--- src/rtl/flit_fifo_pkg.sv ---
// ============================================================================
// Module  : flit_fifo_pkg
// Brief   : Shared NoC constants and the flit-width helper used by the
//           receiver, the flit FIFO and its storage.
// Revision: 1.0 - initial release
// ============================================================================
`default_nettype none

package flit_fifo_pkg;

  localparam int DATA_SIZE_DEF = 4;
  localparam int ADDR_SIZE_DEF = 1;
  localparam int DEPTH_LOG_DEF = 2;

  // One flit is payload + destination address + one framing bit.
  function automatic int flit_width(input int data_size, input int addr_size);
    return data_size + addr_size + 1;
  endfunction

  localparam int FLIT_W_DEF = flit_width(DATA_SIZE_DEF, ADDR_SIZE_DEF);

endpackage

`default_nettype wire

--- src/rtl/flit_fifo_if.sv ---
// ============================================================================
// Module  : flit_fifo_if
// Brief   : Push/pop handshake and status bundle of the flit FIFO.
// Revision: 1.0 - initial release
// ============================================================================
`default_nettype none

interface flit_fifo_if #(
  parameter int FLIT_W    = flit_fifo_pkg::FLIT_W_DEF,
  parameter int DEPTH_LOG = flit_fifo_pkg::DEPTH_LOG_DEF
);

  logic                wr_req;
  logic [FLIT_W-1:0]   data_i;
  logic                is_full;
  logic                rd_req;
  logic [FLIT_W-1:0]   data_o;
  logic                is_empty;
  logic [DEPTH_LOG:0]  count;
  logic                ovf;
  logic                udf;

  modport master (
    output wr_req, data_i, rd_req,
    input  is_full, data_o, is_empty, count, ovf, udf
  );

  modport slave (
    input  wr_req, data_i, rd_req,
    output is_full, data_o, is_empty, count, ovf, udf
  );

endinterface

`default_nettype wire

--- src/rtl/flit_fifo_mem.sv ---
// ============================================================================
// Module  : fifo_mem
// Brief   : Register-array storage, one synchronous write port and one
//           asynchronous read port.
// Revision: 1.0 - initial release
// ============================================================================
`default_nettype none

module fifo_mem #(
  parameter int WIDTH  = flit_fifo_pkg::FLIT_W_DEF,
  parameter int ADDR_W = flit_fifo_pkg::DEPTH_LOG_DEF
) (
  input  wire logic              clk,
  input  wire logic              we,
  input  wire logic [ADDR_W-1:0] waddr,
  input  wire logic [WIDTH-1:0]  wdata,
  input  wire logic [ADDR_W-1:0] raddr,
  output logic      [WIDTH-1:0]  rdata
);

  localparam int c_DEPTH = 1 << ADDR_W;

  logic [WIDTH-1:0] r_mem [c_DEPTH];

  // Contents need no reset: the read side masks data while the FIFO is empty.
  always_ff @(posedge clk) begin
    if (we) begin
      r_mem[waddr] <= wdata;
    end
  end

  assign rdata = r_mem[raddr];

endmodule

`default_nettype wire

--- src/rtl/flit_fifo.sv ---
// ============================================================================
// Module  : flit_fifo
// Brief   : First-word-fall-through flit buffer with wrap-bit pointers and
//           sticky overflow/underflow flags.
// Revision: 1.0 - initial release
// ============================================================================
`default_nettype none

module flit_fifo
  import flit_fifo_pkg::*;
#(
  parameter int DATA_SIZE = DATA_SIZE_DEF,
  parameter int ADDR_SIZE = ADDR_SIZE_DEF,
  parameter int DEPTH_LOG = DEPTH_LOG_DEF
) (
  input  wire logic   clk,
  input  wire logic   a_rst,
  flit_fifo_if.slave  bus
);

  localparam int c_FLIT_W = flit_width(DATA_SIZE, ADDR_SIZE);

  logic [DEPTH_LOG:0]    r_wr_ptr;
  logic [DEPTH_LOG:0]    r_rd_ptr;
  logic                  r_ovf;
  logic                  r_udf;
  logic                  w_full;
  logic                  w_empty;
  logic                  w_wr_en;
  logic                  w_rd_en;
  logic [c_FLIT_W-1:0]   w_rdata;

  // Status comes from the registered pointers only, so it never depends
  // combinationally on the request strobes.
  assign w_empty = (r_wr_ptr == r_rd_ptr);
  assign w_full  = (r_wr_ptr[DEPTH_LOG] != r_rd_ptr[DEPTH_LOG]) &&
                   (r_wr_ptr[DEPTH_LOG-1:0] == r_rd_ptr[DEPTH_LOG-1:0]);

  assign w_wr_en = bus.wr_req & ~w_full;
  assign w_rd_en = bus.rd_req & ~w_empty;

  always_ff @(posedge clk or negedge a_rst) begin
    if (!a_rst) begin
      r_wr_ptr <= '0;
      r_rd_ptr <= '0;
      r_ovf    <= 1'b0;
      r_udf    <= 1'b0;
    end else begin
      if (w_wr_en) begin
        r_wr_ptr <= r_wr_ptr + 1'b1;
      end
      if (w_rd_en) begin
        r_rd_ptr <= r_rd_ptr + 1'b1;
      end
      if (bus.wr_req && w_full) begin
        r_ovf <= 1'b1;
      end
      if (bus.rd_req && w_empty) begin
        r_udf <= 1'b1;
      end
    end
  end

  fifo_mem #(
    .WIDTH  (c_FLIT_W),
    .ADDR_W (DEPTH_LOG)
  ) u_mem (
    .clk   (clk),
    .we    (w_wr_en & a_rst),
    .waddr (r_wr_ptr[DEPTH_LOG-1:0]),
    .wdata (bus.data_i),
    .raddr (r_rd_ptr[DEPTH_LOG-1:0]),
    .rdata (w_rdata)
  );

  assign bus.is_full  = w_full;
  assign bus.is_empty = w_empty;
  assign bus.count    = r_wr_ptr - r_rd_ptr;
  assign bus.data_o   = w_empty ? '0 : w_rdata;
  assign bus.ovf      = r_ovf;
  assign bus.udf      = r_udf;

endmodule

`default_nettype wire
--- src/flat_wrapper.sv ---
// flat-port wrapper written by rule: the top's interface ports become plain ports
module flit_fifo_flat import flit_fifo_pkg::*;
#(
  parameter int DATA_SIZE = DATA_SIZE_DEF,
  parameter int ADDR_SIZE = ADDR_SIZE_DEF,
  parameter int DEPTH_LOG = DEPTH_LOG_DEF
)
  (clk, a_rst, bus_wr_req, bus_data_i, bus_rd_req, bus_is_full, bus_data_o, bus_is_empty, bus_count, bus_ovf, bus_udf);
  flit_fifo_if #(.DEPTH_LOG(DEPTH_LOG)) bus_i ();
  input  wire logic clk;
  input  wire logic a_rst;
  input wire logic [$bits(bus_i.wr_req)-1:0] bus_wr_req;
  input wire logic [$bits(bus_i.data_i)-1:0] bus_data_i;
  input wire logic [$bits(bus_i.rd_req)-1:0] bus_rd_req;
  output wire logic [$bits(bus_i.is_full)-1:0] bus_is_full;
  output wire logic [$bits(bus_i.data_o)-1:0] bus_data_o;
  output wire logic [$bits(bus_i.is_empty)-1:0] bus_is_empty;
  output wire logic [$bits(bus_i.count)-1:0] bus_count;
  output wire logic [$bits(bus_i.ovf)-1:0] bus_ovf;
  output wire logic [$bits(bus_i.udf)-1:0] bus_udf;
  assign bus_i.wr_req = bus_wr_req;
  assign bus_i.data_i = bus_data_i;
  assign bus_i.rd_req = bus_rd_req;
  assign bus_is_full = bus_i.is_full;
  assign bus_data_o = bus_i.data_o;
  assign bus_is_empty = bus_i.is_empty;
  assign bus_count = bus_i.count;
  assign bus_ovf = bus_i.ovf;
  assign bus_udf = bus_i.udf;
  flit_fifo #(.DATA_SIZE(DATA_SIZE), .ADDR_SIZE(ADDR_SIZE), .DEPTH_LOG(DEPTH_LOG)) u_core (.clk(clk), .a_rst(a_rst), .bus(bus_i));
endmodule
--- config.mk ---
export PLATFORM = sky130hd
export DESIGN_NAME = flit_fifo_flat
export DESIGN_NICKNAME = d
export VERILOG_FILES = /design/src/rtl/flit_fifo_pkg.sv /design/src/rtl/flit_fifo_if.sv /design/src/rtl/flit_fifo_mem.sv /design/src/rtl/flit_fifo.sv /design/src/flat_wrapper.sv
export SDC_FILE = /design/constraint.sdc
export NUM_CORES = 1
export LEC_CHECK = 0
export CELL_PAD_IN_SITES_DETAIL_PLACEMENT = 0
export CELL_PAD_IN_SITES_GLOBAL_PLACEMENT = 1
export CORE_ASPECT_RATIO = 0.5
export CORE_MARGIN = 2
export CORE_UTILIZATION = 47
export CTS_CLUSTER_SIZE = 28
export DETAILED_ROUTE_END_ITERATION = 7
export PLACE_DENSITY_LB_ADDON = 0.1
export RECOVER_POWER = 100
export SYNTH_ARGS = -nofsm -noshare
export SYNTH_HDL_FRONTEND = slang
export SYNTH_SLANG_ARGS = --single-unit
--- constraint.sdc ---
create_clock -name clk -period 4.8 [get_ports clk]
set_input_delay 0.96 -clock clk [delete_from_list [all_inputs] [get_ports clk]]
set_output_delay 0.96 -clock clk [all_outputs]
set_load 0.01 [all_outputs]
==> results.cfg <==
[clock_tree]
worst_setup_hold_path_clk_slew_ns = 0.06
clock_tree.buffer_depth = 2
cts.hold.buffers_added = 0
cts_buffers = 5
cts_tree = built
htree_num_levels = 2
clock_sinks = 32
cts_root_buf = clkbuf_8
cts-resized-gates = 0
post_cts.repair.setup_buffers = 0
worstSkewPairLatency_ns = 0.28

[cells_and_area]
layout.cells.most_common = edfxtp_1
nets = 131
syn2layout_area_growth_pct = 23.6
final_layout_size_suffix_gt1_frac = 0.114
layout.core_utilization = 0.599
fill_cells = 228
layout.cells.most_common_list = edfxtp_1, dlygate4sd3_1, dfrtp_1
instances_no_fill = 154
antenna_cells = 0
finalInstanceArea_um2 = 1760

[floorplan]
design.die.area_um2 = 3520
dieHeight_um = 43.0
rows = 14
core_area_um2 = 2940
fp.dieW_um = 81.9
ioPinCount = 23
initial_core_util = 0.485

[setup_path]
cp_slowest_cell = dfrtp_1
criticalPathCategory = flip-flop to output pin
crit-reg2reg-capture = u_core.u_mem.r_mem[3][1]
crit_path_largest_cell_delay_ns = 0.63
startpoint_type = flip-flop
cp.required_ns = 3.84
crit_family = buffers and inverters
worst_r2r_path_depth = 5
r2r_slack_ns = 2.65
path_buf_inv = 2
timing.critical_path.cells = inv_1, ha_1, and3_1, nor2b_1, dlygate4sd3_1
critPathMaxFanout = 10
worst_ep_arrival_time_ns = 2.44
end_kind = output pin
reg2reg_from = u_core.r_rd_ptr[1]

[sta]
worst-slew-pin-transition_ns = 0.506
final_period_minus_worst_setup_slack_ns = 3.40
timing.final.hold_violations = 0
slew_headroom = 0.663
final_max_slew_viol_count = 0
fin_skew_ns = 0.00133
max_freq_ghz = 0.294
rsz0062_at_grt = false
tns_ns = 0
final_min_period_over_clock_period = 0.708
setup-violations-final = 0

[global_route]
pin_count_of_the_biggest_net_entering_global_routing = 11
gr-usage-all-layers = 0.168
grt-ovfl-total = 0
first_global_vias = 824
global_route_wire_length_before_repair_mm = 4.04
antenna_found_initial = 0

[route]
drc = 0
initialDrtViolationCount = 74
ant_nets = 0
drt_pre_antenna_iters = 4
wirelength_mm = 2.48
detail_route.wl_per_cell_um = 16.1
via_count = 776
avgViaCountPerCell = 5.04

[logic_synthesis]
mappedNetlistNets = 105
yosysTopAreaCell = edfxtp_1
mappedNetlistArea_um2 = 1430
synth.area.top_cells = edfxtp_1, dfrtp_1, mux4_2, ha_1, nor2b_1
avgSynthCellArea_um2 = 16.4
synth_top_area_frac = 0.505
synthesis.yosys.warnings = 0
synth_cells = 87
synth_seq_area_share = 0.645
synth_cell_types = 22
ys_ff_latch = 32

[worst_hold_path]
holdCritStartpoint = u_core.bus.ovf
hold_path_depth = 1
worstHoldPathType = flip-flop to flip-flop
worstHoldEndpoint = u_core.bus.ovf

[power_and_ir_drop]
power_mw = 1.19
clock_power_share = 0.164
static_leakage_nw = 0.671
netSwitchingFraction = 0.358
irDropWorstVdd_uv = 442
netSwitchingPower_mw = 0.426
power_density_nw_per_um2 = 675
p_int_mw = 0.765
power.sequential.fraction = 0.359
share_comb_of_total_power = 0.477

[placement]
placement.cell_area_um2 = 1680
placement.io_buffers = 22
place.detailed.instances = 146
routabilityCongestion = 0.698
detailedPlacementHpwl_mm = 1.74

[run_status]
result_of_the_run = complete, no violations

[job]
max_cap_violations = 0
-- cells by family after synthesis --
family | synth area share
adder cells (fa/ha/maj) | 0.0754
AND/OR/NAND/NOR | 0.0587
XOR/XNOR | 0.0298
flip-flops | 0.645
multiplexers | 0.121
AO/OA/AOI/OAI | 0.0447
buffers and inverters | 0.0254
-- how the worst max path moves through the flow --
| stage | from | endpoint | cells past startpoint |
|---|---|---|---|
| after floorplan | u_core.r_rd_ptr[1] | bus_data_o[0] | 6 |
| after global placement | u_core.r_rd_ptr[1] | bus_data_o[0] | 5 |
| after detailed placement | u_core.r_rd_ptr[1] | bus_data_o[0] | 5 |
| after CTS | u_core.r_rd_ptr[1] | bus_data_o[4] | 5 |
| after global routing | u_core.r_rd_ptr[1] | bus_data_o[0] | 5 |
| final | u_core.r_rd_ptr[1] | bus_data_o[4] | 5 |
-- Yosys cell counts, drive strengths merged --
cell / n
a21o: 2
nand2: 3
edfxtp: 24
clkbuf: 1
a31o: 1
o21a: 1
dfrtp: 8
mux4: 6
inv: 6
nor2b: 6
xnor2: 4
a31oi: 2
ha: 7
and3: 5
o21ai: 2
mux2: 3
fa: 1
a21oi: 2
buf: 2
nor2: 1
-- through the flow --
stage | hold WS [ns] | setup slack [ns]
finish | 0.453 | 1.40
global route | 0.489 | 1.24
CTS | 0.466 | 1.44
detailed placement | 0.447 | 1.76
global placement | 0.438 | 1.84
floorplan | 0.493 | 2.26
-- state kept, by name, indices dropped and copies added, names as in the netlist --
name,cells
u_core.r_wr_ptr,3
u_core.r_rd_ptr,3
u_core.bus.ovf,1
u_core.bus.udf,1
u_core.u_mem.r_mem,24
-- power by group through the flow --
stage                     registers, mW  logic (mW)  clock network (mW)
after floorplan                   0.398       0.382                   0
after global placement            0.429       0.610                   0
after detailed placement          0.435       0.623                   0
after CTS                         0.429       0.630               0.203
after global routing              0.439       0.632               0.217
final                             0.428       0.568               0.195
-- layout make-up --
type / count / area (um2) / area share
timing repair buffer: 22 / 220 / 0.125
sequential: 32 / 921 / 0.522
inverter: 6 / 22.5 / 0.0128
tap: 40 / 50.0 / 0.0284
clock inverter: 2 / 11.3 / 0.00638
multi-input combinational: 46 / 467 / 0.265
clock buffer: 6 / 72.6 / 0.0411
-- routing by layer --
metal,wire length (um),up-vias,track usage,part of all wire
li1,-,371,-,-
met5,0,-,0,0
met2,1150,19,0.257,0.47
met4,26,0,0.0500,0.010
met1,1170,383,0.228,0.47
met3,131,3,0.0596,0.053
(Power assumes the default switching activity.)
